[config.mk]
export PLATFORM = sky130hd
export DESIGN_NAME = adc_multich_acq
export DESIGN_NICKNAME = d
export VERILOG_FILES = /design/src/rtl/adc_acq_pkg.sv /design/src/rtl/adc_acq_fifo.sv /design/src/rtl/adc_multich_acq.sv
export SDC_FILE = /design/constraint.sdc
export NUM_CORES = 1
export LEC_CHECK = 0
export CORE_UTILIZATION = 50
export DETAILED_ROUTE_END_ITERATION = 10
export PLACE_DENSITY = 0.66
export SLEW_MARGIN = 20
export SYNTH_ARGS = -nofsm -noshare
export SYNTH_HDL_FRONTEND = slang
export SYNTH_HIERARCHICAL = 1
export SYNTH_SLANG_ARGS = --single-unit
[constraint.sdc]
create_clock -name clk_adc -period 5.95 [get_ports clk_adc]
set_clock_uncertainty 0.1 [all_clocks]
set_input_delay 1.19 -clock clk_adc [delete_from_list [all_inputs] [get_ports clk_adc]]
set_output_delay 1.19 -clock clk_adc [all_outputs]
set_load 0.01 [all_outputs]
[src/rtl/adc_acq_pkg.sv]
// adc_acq_pkg: shared types and sizing helpers for the multi-channel ADC acquisition block.
// Latency: n/a (types and constant functions only).
// Backpressure: n/a.
package adc_acq_pkg;

  typedef enum logic [1:0] {
    S_IDLE  = 2'd0,
    S_CONV  = 2'd1,
    S_SHIFT = 2'd2,
    S_PUSH  = 2'd3
  } acq_state_t;

  // Channel index width, never narrower than one bit so a single-channel build still has a port.
  function automatic int ch_width(input int n_ch);
    return (n_ch > 1) ? $clog2(n_ch) : 1;
  endfunction

  // Shortest CNV-to-CNV spacing: one whole frame (CONV, SHIFT, PUSH) plus the IDLE decision cycle.
  function automatic int min_period(input int conv_cyc, input int data_width, input int n_ch);
    return conv_cyc + 2 * data_width + n_ch + 1;
  endfunction

  localparam int PERIOD_W = 32;

endpackage

[src/rtl/adc_acq_fifo.sv]
// adc_acq_fifo: synchronous FIFO with occupancy count and a flush input.
// Latency: a write is visible on o_rd_dat/o_rd_vld the cycle after it is accepted.
// Backpressure: writes while full and reads while empty are ignored; i_clr beats both.
module adc_acq_fifo #(
  parameter int W     = 18,
  parameter int DEPTH = 64
) (
  input  logic                       clk_adc,
  input  logic                       rst_n,
  input  logic                       i_clr,
  input  logic                       i_wr_vld,
  input  logic [W-1:0]               i_wr_dat,
  input  logic                       i_rd_rdy,
  output logic [W-1:0]               o_rd_dat,
  output logic                       o_rd_vld,
  output logic [$clog2(DEPTH):0]     o_level
);

  localparam int AW = $clog2(DEPTH);
  localparam int LW = AW + 1;

  logic [W-1:0]  r_mem [DEPTH];
  logic [AW-1:0] r_wptr;
  logic [AW-1:0] r_rptr;
  logic [LW-1:0] r_level;
  logic          w_push;
  logic          w_pop;

  assign w_push = i_wr_vld && (r_level != LW'(DEPTH));
  assign w_pop  = i_rd_rdy && (r_level != '0);

  // Pointer and occupancy bookkeeping; a flush resets everything regardless of traffic.
  always_ff @(posedge clk_adc or negedge rst_n) begin
    if (!rst_n) begin
      r_wptr  <= '0;
      r_rptr  <= '0;
      r_level <= '0;
    end else if (i_clr) begin
      r_wptr  <= '0;
      r_rptr  <= '0;
      r_level <= '0;
    end else begin
      if (w_push) r_wptr <= r_wptr + 1'b1;
      if (w_pop)  r_rptr <= r_rptr + 1'b1;
      if (w_push && !w_pop)      r_level <= r_level + 1'b1;
      else if (w_pop && !w_push) r_level <= r_level - 1'b1;
    end
  end

  // Storage array; contents need no reset because o_rd_vld qualifies them.
  always_ff @(posedge clk_adc) begin
    if (w_push && !i_clr) r_mem[r_wptr] <= i_wr_dat;
  end

  assign o_rd_dat = r_mem[r_rptr];
  assign o_rd_vld = (r_level != '0);
  assign o_level  = r_level;

endmodule

[src/rtl/adc_multich_acq.sv]
// adc_multich_acq: shared CNV/SCK for N_CH SPI ADCs, parallel shift-in, {channel, sample} stream out.
// Latency: CONV_CYC + 2*DATA_WIDTH + 1 cycles from go to first FIFO write, m_valid_o one cycle later.
// Backpressure: m_valid_o/m_ready_i; a frame that does not fit is dropped whole and sets overflow_o.
// Build option: define ADC_AVG_EN to emit one word per channel averaged over 2^AVG_LOG2 frames.
module adc_multich_acq
  import adc_acq_pkg::*;
#(
  parameter int N_CH       = 4,
  parameter int DATA_WIDTH = 16,
  parameter int CONV_CYC   = 40,
  parameter int FIFO_DEPTH = 64,
  parameter int AVG_LOG2   = 2
) (
  input  logic                          clk_adc,
  input  logic                          rst_n,
  input  logic                          enable_i,
  input  logic                          mode_i,
  input  logic                          trig_i,
  input  logic [PERIOD_W-1:0]           period_i,
  input  logic                          clear_i,
  output logic                          adc_cnv_o,
  output logic                          adc_sck_o,
  input  logic [N_CH-1:0]               adc_miso_i,
  output logic [DATA_WIDTH-1:0]         m_data_o,
  output logic [ch_width(N_CH)-1:0]     m_ch_o,
  output logic                          m_valid_o,
  input  logic                          m_ready_i,
  output logic [$clog2(FIFO_DEPTH):0]   fifo_level_o,
  output logic                          overflow_o,
  output logic                          busy_o
);

  localparam int CH_W       = ch_width(N_CH);
  localparam int LW         = $clog2(FIFO_DEPTH) + 1;
  localparam int FW         = CH_W + DATA_WIDTH;
  localparam int CNT_W      = 16;
  localparam int MIN_PERIOD = min_period(CONV_CYC, DATA_WIDTH, N_CH);

  if (N_CH < 1 || N_CH > 16 || FIFO_DEPTH < N_CH || (FIFO_DEPTH & (FIFO_DEPTH - 1)) != 0 ||
      DATA_WIDTH < 2 || CONV_CYC < 1 || AVG_LOG2 < 0) begin : g_bad_cfg
    $error("adc_multich_acq: illegal parameter set");
  end

  acq_state_t                        r_state;
  acq_state_t                        w_state_nxt;
  logic [CNT_W-1:0]                  r_cnt;
  logic                              r_trig_s1, r_trig_s2, r_trig_s3;
  logic                              w_trig_edge;
  logic [PERIOD_W-1:0]               r_per_cnt;
  logic [PERIOD_W-1:0]               w_per_eff;
  logic                              w_go;
  logic                              w_sck;
  logic                              w_shift_done;
  logic                              w_push_last;
  logic [N_CH-1:0][DATA_WIDTH-1:0]   r_sh;
  logic                              r_drop;
  logic                              r_out_frm;
  logic                              w_out_frm;
  logic                              w_admit;
  logic                              r_ovf;
  logic [CH_W-1:0]                   w_ch;
  logic [DATA_WIDTH-1:0]             w_word;
  logic                              w_wr;
  logic [FW-1:0]                     w_fifo_dat;
  logic                              w_fifo_vld;
  logic [LW-1:0]                     w_level;

  assign w_trig_edge = r_trig_s2 && !r_trig_s3;
  assign w_per_eff   = (period_i < PERIOD_W'(MIN_PERIOD)) ? PERIOD_W'(MIN_PERIOD) : period_i;
  assign w_go        = enable_i && (mode_i ? (r_per_cnt == '0) : w_trig_edge);
  assign w_ch        = r_cnt[CH_W-1:0];
  assign w_admit     = (w_level <= LW'(FIFO_DEPTH - N_CH));

  // Trigger synchroniser plus a third flop for rising-edge detection.
  always_ff @(posedge clk_adc or negedge rst_n) begin
    if (!rst_n) begin
      r_trig_s1 <= 1'b0;
      r_trig_s2 <= 1'b0;
      r_trig_s3 <= 1'b0;
    end else begin
      r_trig_s1 <= trig_i;
      r_trig_s2 <= r_trig_s1;
      r_trig_s3 <= r_trig_s2;
    end
  end

  // Frame FSM state register.
  always_ff @(posedge clk_adc or negedge rst_n) begin
    if (!rst_n) r_state <= S_IDLE;
    else        r_state <= w_state_nxt;
  end

  // Next state and pin decode; pins come straight off state flops so reset drops them at once.
  always_comb begin
    w_state_nxt  = r_state;
    adc_cnv_o    = 1'b0;
    w_sck        = 1'b0;
    busy_o       = 1'b1;
    w_shift_done = 1'b0;
    w_push_last  = 1'b0;
    case (r_state)
      S_IDLE: begin
        busy_o = 1'b0;
        if (w_go) w_state_nxt = S_CONV;
      end
      S_CONV: begin
        adc_cnv_o = 1'b1;
        if (r_cnt == CNT_W'(CONV_CYC - 1)) w_state_nxt = S_SHIFT;
      end
      S_SHIFT: begin
        w_sck = ~r_cnt[0];
        if (r_cnt == CNT_W'(2 * DATA_WIDTH - 1)) begin
          w_state_nxt  = S_PUSH;
          w_shift_done = 1'b1;
        end
      end
      S_PUSH: begin
        if (r_cnt == CNT_W'(N_CH - 1)) begin
          w_state_nxt = S_IDLE;
          w_push_last = 1'b1;
        end
      end
      default: w_state_nxt = S_IDLE;
    endcase
  end

  assign adc_sck_o = w_sck;

  // Per-state cycle counter, restarted on every state change; doubles as the push channel index.
  always_ff @(posedge clk_adc or negedge rst_n) begin
    if (!rst_n) r_cnt <= '0;
    else if (r_state == S_IDLE || w_state_nxt != r_state) r_cnt <= '0;
    else r_cnt <= r_cnt + 1'b1;
  end

  // Period counter: reloaded when a frame launches, then counts down to zero and waits.
  always_ff @(posedge clk_adc or negedge rst_n) begin
    if (!rst_n) r_per_cnt <= '0;
    else if (r_state == S_IDLE && w_go) r_per_cnt <= w_per_eff - 1'b1;
    else if (r_per_cnt != '0) r_per_cnt <= r_per_cnt - 1'b1;
  end

  // Shift every channel in parallel on the cycles where SCK is about to fall.
  always_ff @(posedge clk_adc or negedge rst_n) begin
    if (!rst_n) r_sh <= '0;
    else if (w_sck) begin
      for (int k = 0; k < N_CH; k++) r_sh[k] <= {r_sh[k][DATA_WIDTH-2:0], adc_miso_i[k]};
    end
  end

`ifdef ADC_AVG_EN
  localparam int ACC_W = DATA_WIDTH + AVG_LOG2;
  localparam int FRM_W = AVG_LOG2 + 1;

  logic [N_CH-1:0][ACC_W-1:0] r_acc;
  logic [FRM_W-1:0]           r_frm;

  // Only the last frame of each averaging window produces output words.
  assign w_out_frm = (r_frm == FRM_W'((1 << AVG_LOG2) - 1)) && !clear_i;
  assign w_word    = r_acc[w_ch][ACC_W-1:AVG_LOG2];

  // Accumulate each finished frame; restart the window after its output frame or on a flush.
  always_ff @(posedge clk_adc or negedge rst_n) begin
    if (!rst_n) begin
      r_acc <= '0;
      r_frm <= '0;
    end else if (clear_i) begin
      r_acc <= '0;
      r_frm <= '0;
    end else if (w_shift_done) begin
      for (int k = 0; k < N_CH; k++) r_acc[k] <= r_acc[k] + ACC_W'(r_sh[k]);
      r_frm <= r_frm + 1'b1;
    end else if (w_push_last && r_out_frm) begin
      r_acc <= '0;
      r_frm <= '0;
    end
  end
`else
  assign w_out_frm = 1'b1;
  assign w_word    = r_sh[w_ch];
`endif

  // Admission is decided once at PUSH entry so a frame is stored whole or not at all;
  // a flush while pushing discards the rest of the frame.
  always_ff @(posedge clk_adc or negedge rst_n) begin
    if (!rst_n) begin
      r_drop    <= 1'b0;
      r_out_frm <= 1'b0;
    end else if (w_shift_done) begin
      r_out_frm <= w_out_frm;
      r_drop    <= !w_admit && !clear_i;
    end else if (r_state == S_PUSH && clear_i) begin
      r_drop    <= 1'b1;
    end
  end

  // Sticky overflow flag, cleared only by clear_i.
  always_ff @(posedge clk_adc or negedge rst_n) begin
    if (!rst_n) r_ovf <= 1'b0;
    else if (clear_i) r_ovf <= 1'b0;
    else if (w_shift_done && w_out_frm && !w_admit) r_ovf <= 1'b1;
  end

  assign w_wr = (r_state == S_PUSH) && r_out_frm && !r_drop && !clear_i;

  adc_acq_fifo #(
    .W     (FW),
    .DEPTH (FIFO_DEPTH)
  ) u_fifo (
    .clk_adc  (clk_adc),
    .rst_n    (rst_n),
    .i_clr    (clear_i),
    .i_wr_vld (w_wr),
    .i_wr_dat ({w_ch, w_word}),
    .i_rd_rdy (m_ready_i),
    .o_rd_dat (w_fifo_dat),
    .o_rd_vld (w_fifo_vld),
    .o_level  (w_level)
  );

  assign m_valid_o    = w_fifo_vld;
  assign m_data_o     = w_fifo_vld ? w_fifo_dat[DATA_WIDTH-1:0] : '0;
  assign m_ch_o       = w_fifo_vld ? w_fifo_dat[FW-1:DATA_WIDTH] : '0;
  assign fifo_level_o = w_level;
  assign overflow_o   = r_ovf;

endmodule
==> metrics <==
Starting Density=50.7%; drt pass-1 iters=6; share of the clock period used by the worst path=97.6%; Fmax=172 MHz; critical-path maximum fanout=32; R2R Setup Slk=0.82 ns; Async S/R FF share, synth=10.8%; WHS Path Cells=0; Critical Path End Type=primary output; Post-route DRC=0; Tot Pwr=20.2 mW; synth warn=6; post_cts resized=0; post-synth cell types=65; final core occ=57.8%; ratio of cells with drive above 1 in the final layout=22.7%; HPWL after detailed placement=76.7 mm; #FFs+latches synth=1,291; chip height=324 µm; Via density=6.18; # hold bufs at CTS=0; WP buf/inv=2; final setup fails=0; filler cell count=7,622; Top delay family on crit path=buffers and inverters; result of the run=complete, no violations; routed via count=27,384; core area=102,000 µm²; Final WS setup=0.141 ns; hold_sp=r_trig_s1$_DFF_PN0_; pin count of the biggest net entering global routing=66; Total Wirelength=126 mm; r2r startpoint=r_per_cnt[19]$_DFFE_PN0P_; CTS HTree Levels=4; Post-CTS Setup Inserts=0; sequential area share after synthesis=73.5%; GRT Overall Usage=24.5%; clk root buf=clkbuf_16; VDD IR max=0.275 mV; final global-route overflow total=0; normalized max-slew margin=24.1%; Mapped Nets=2,807; Final Max Slew Viols=0; CTS tree=yes; Worst R2R Path Depth=13; Die Area=105,000 µm²; ANT nets after route=0; Leak=21.4 nW; Worst-path clk slew=0.06 ns; Hold Crit Class=flop to flop; vias in the first global route=27,752; Post-synth EDFFs=1,152; CP max-delay cell=dfrtp_4; critical-path cell list=buf_4 -> mux4_2 -> mux2_2 -> a221o_1 -> nand3_1 -> a21oi_1 -> and2_1 -> clkdlybuf4s50_1; FP Rows=117; crit-path max cell delay=0.75 ns; Max Cap Viol=0; # IOs=73; CTS Buf Count=131; nets=3,017; first-pass GRT wire length=185 mm; area growth from synthesis to layout=14.0%; Hold EP=r_trig_s2$_DFF_PN0_; critical path depth=8; total negative slack=0 ns; Reg-to-Reg End=r_per_cnt[20]$_DFFE_PN0P_; synthesized area=51,800 µm²; RSZ-0062 raised after global routing=false; Synth top area share=66.8%; synth top area cells=edfxtp_1 (67%), mux4_2 (10%), dfrtp_1 (6.7%), mux2i_1 (4.0%), mux2_2 (1.6%); Die W=324 µm; DP Worst Slack=0.374 ns; Yosys top cell by area=edfxtp_1; most common flop cell mapped by yosys=edfxtp_1; top-count cell post-synth=edfxtp_1; final estimated routing congestion in global placement=0.910; Clock Latency Late Sink=0.73 ns; Hold Violations, Final=0; initial antenna violation count=2; routed len/inst=28.4 µm; # clock sinks=1,291; Req. time, crit path=4.66 ns; Worst Tran Pin Value=1.13 ns; CP arrival=4.52 ns; Tmin final=5.81 ns; power per cell area=342 nW/µm²; Crit Path Class=flop to primary output; PortBufs=72; top cells by count, synth=edfxtp_1 (1,152), mux4_2 (233), mux2i_1 (209); DRT iter0 DRCs=3,046; Cells after Synth=2,753; maximum root-to-sink buffer count=3; crit path launch type=flop; synthesized area per cell=18.8 µm²
area by class of cell:
cell class	instances	area, µm²	area share [%]
Sequential cell	1291	38100	64.5
Multi-Input combinational cell	1291	13100	22.2
Clock buffer	168	3550	6.02
Timing Repair Buffer	236	2090	3.54
Tap cell	1368	1710	2.90
Clock inverter	63	494	0.837
Inverter	12	45.0	0.0762
Antenna cell	2	5.00	0.00847
state kept, by name (all words and copies together), names as in the netlist, 2 cells and up:
register        cells
u_fifo/r_rptr       6
u_fifo/r_mem     1152
r_per_cnt          32
r_state             2
u_fifo/r_wptr       6
u_fifo/o_level      7
r_sh               64
r_cnt              16
cell usage in the layout, fill, tap and decap left out, types with 26 or more instances in the layout:
cell,netlist,layout
a22oi_1,42,42
a21oi_1,42,42
nand2_1,47,47
o22ai_1,53,53
clkbuf_16,0,137
edfxtp_1,1152,1152
clkbuf_1,97,30
mux4_2,233,233
mux2i_1,209,209
a211oi_1,64,64
mux2_2,72,72
nor2_1,154,137
clkdlybuf4s50_1,0,71
or3_1,26,26
dfrtp_1,139,134
clkinv_1,0,26
nand3_1,33,33
xor2_1,32,32
buf_4,4,153
cells by family after synthesis:
kind of cell    after synthesis  synth area share (%)
flops                      1291                  73.5
mux                         514                  15.7
simple gates                408                  3.98
compound gates              302                  4.16
buf+inv                     171                  1.41
xor+xnor                     56                 0.961
fa+ha+maj                    11                 0.280
layer usage:
layer	vias to the layer above	global-route usage, %	share of wire (%)
li1	11642	-	-
met2	1102	40.2	50
met4	0	7.48	2.5
met1	14458	33.4	40
met5	-	0	0
met3	182	4.62	7.8
per-stage QoR:
stage               std cells  hold slack, ns  area (µm²)
floorplan                2753           0.231       51800
global placement         4197           0.244       55000
detailed placement       4197           0.236       55000
CTS                      4428           0.239       59100
global route             4429           0.267       59100
finish                   4431           0.257       59100
worst max path at each step:
stage                                            start                        end  slack [ns]
after detailed placement                   period_i[8]  r_per_cnt[20]$_DFFE_PN0P_        0.37
after global routing      u_fifo/r_rptr[0]$_DFFE_PN0P_               m_data_o[10]        0.01
after floorplan                           period_i[10]  r_per_cnt[20]$_DFFE_PN0P_        1.05
after CTS                 u_fifo/r_rptr[0]$_DFFE_PN0P_                m_data_o[8]        0.15
after global placement                     period_i[8]  r_per_cnt[20]$_DFFE_PN0P_        0.37
final                     u_fifo/r_rptr[0]$_DFFE_PN0P_                m_data_o[6]        0.14
report_power, final:
part           internal [mW]  switching, mW
clock network           4.45           3.33
registers               9.81          0.137
logic                   1.15           1.32
Note: power is estimated with default switching activity, not from simulation.
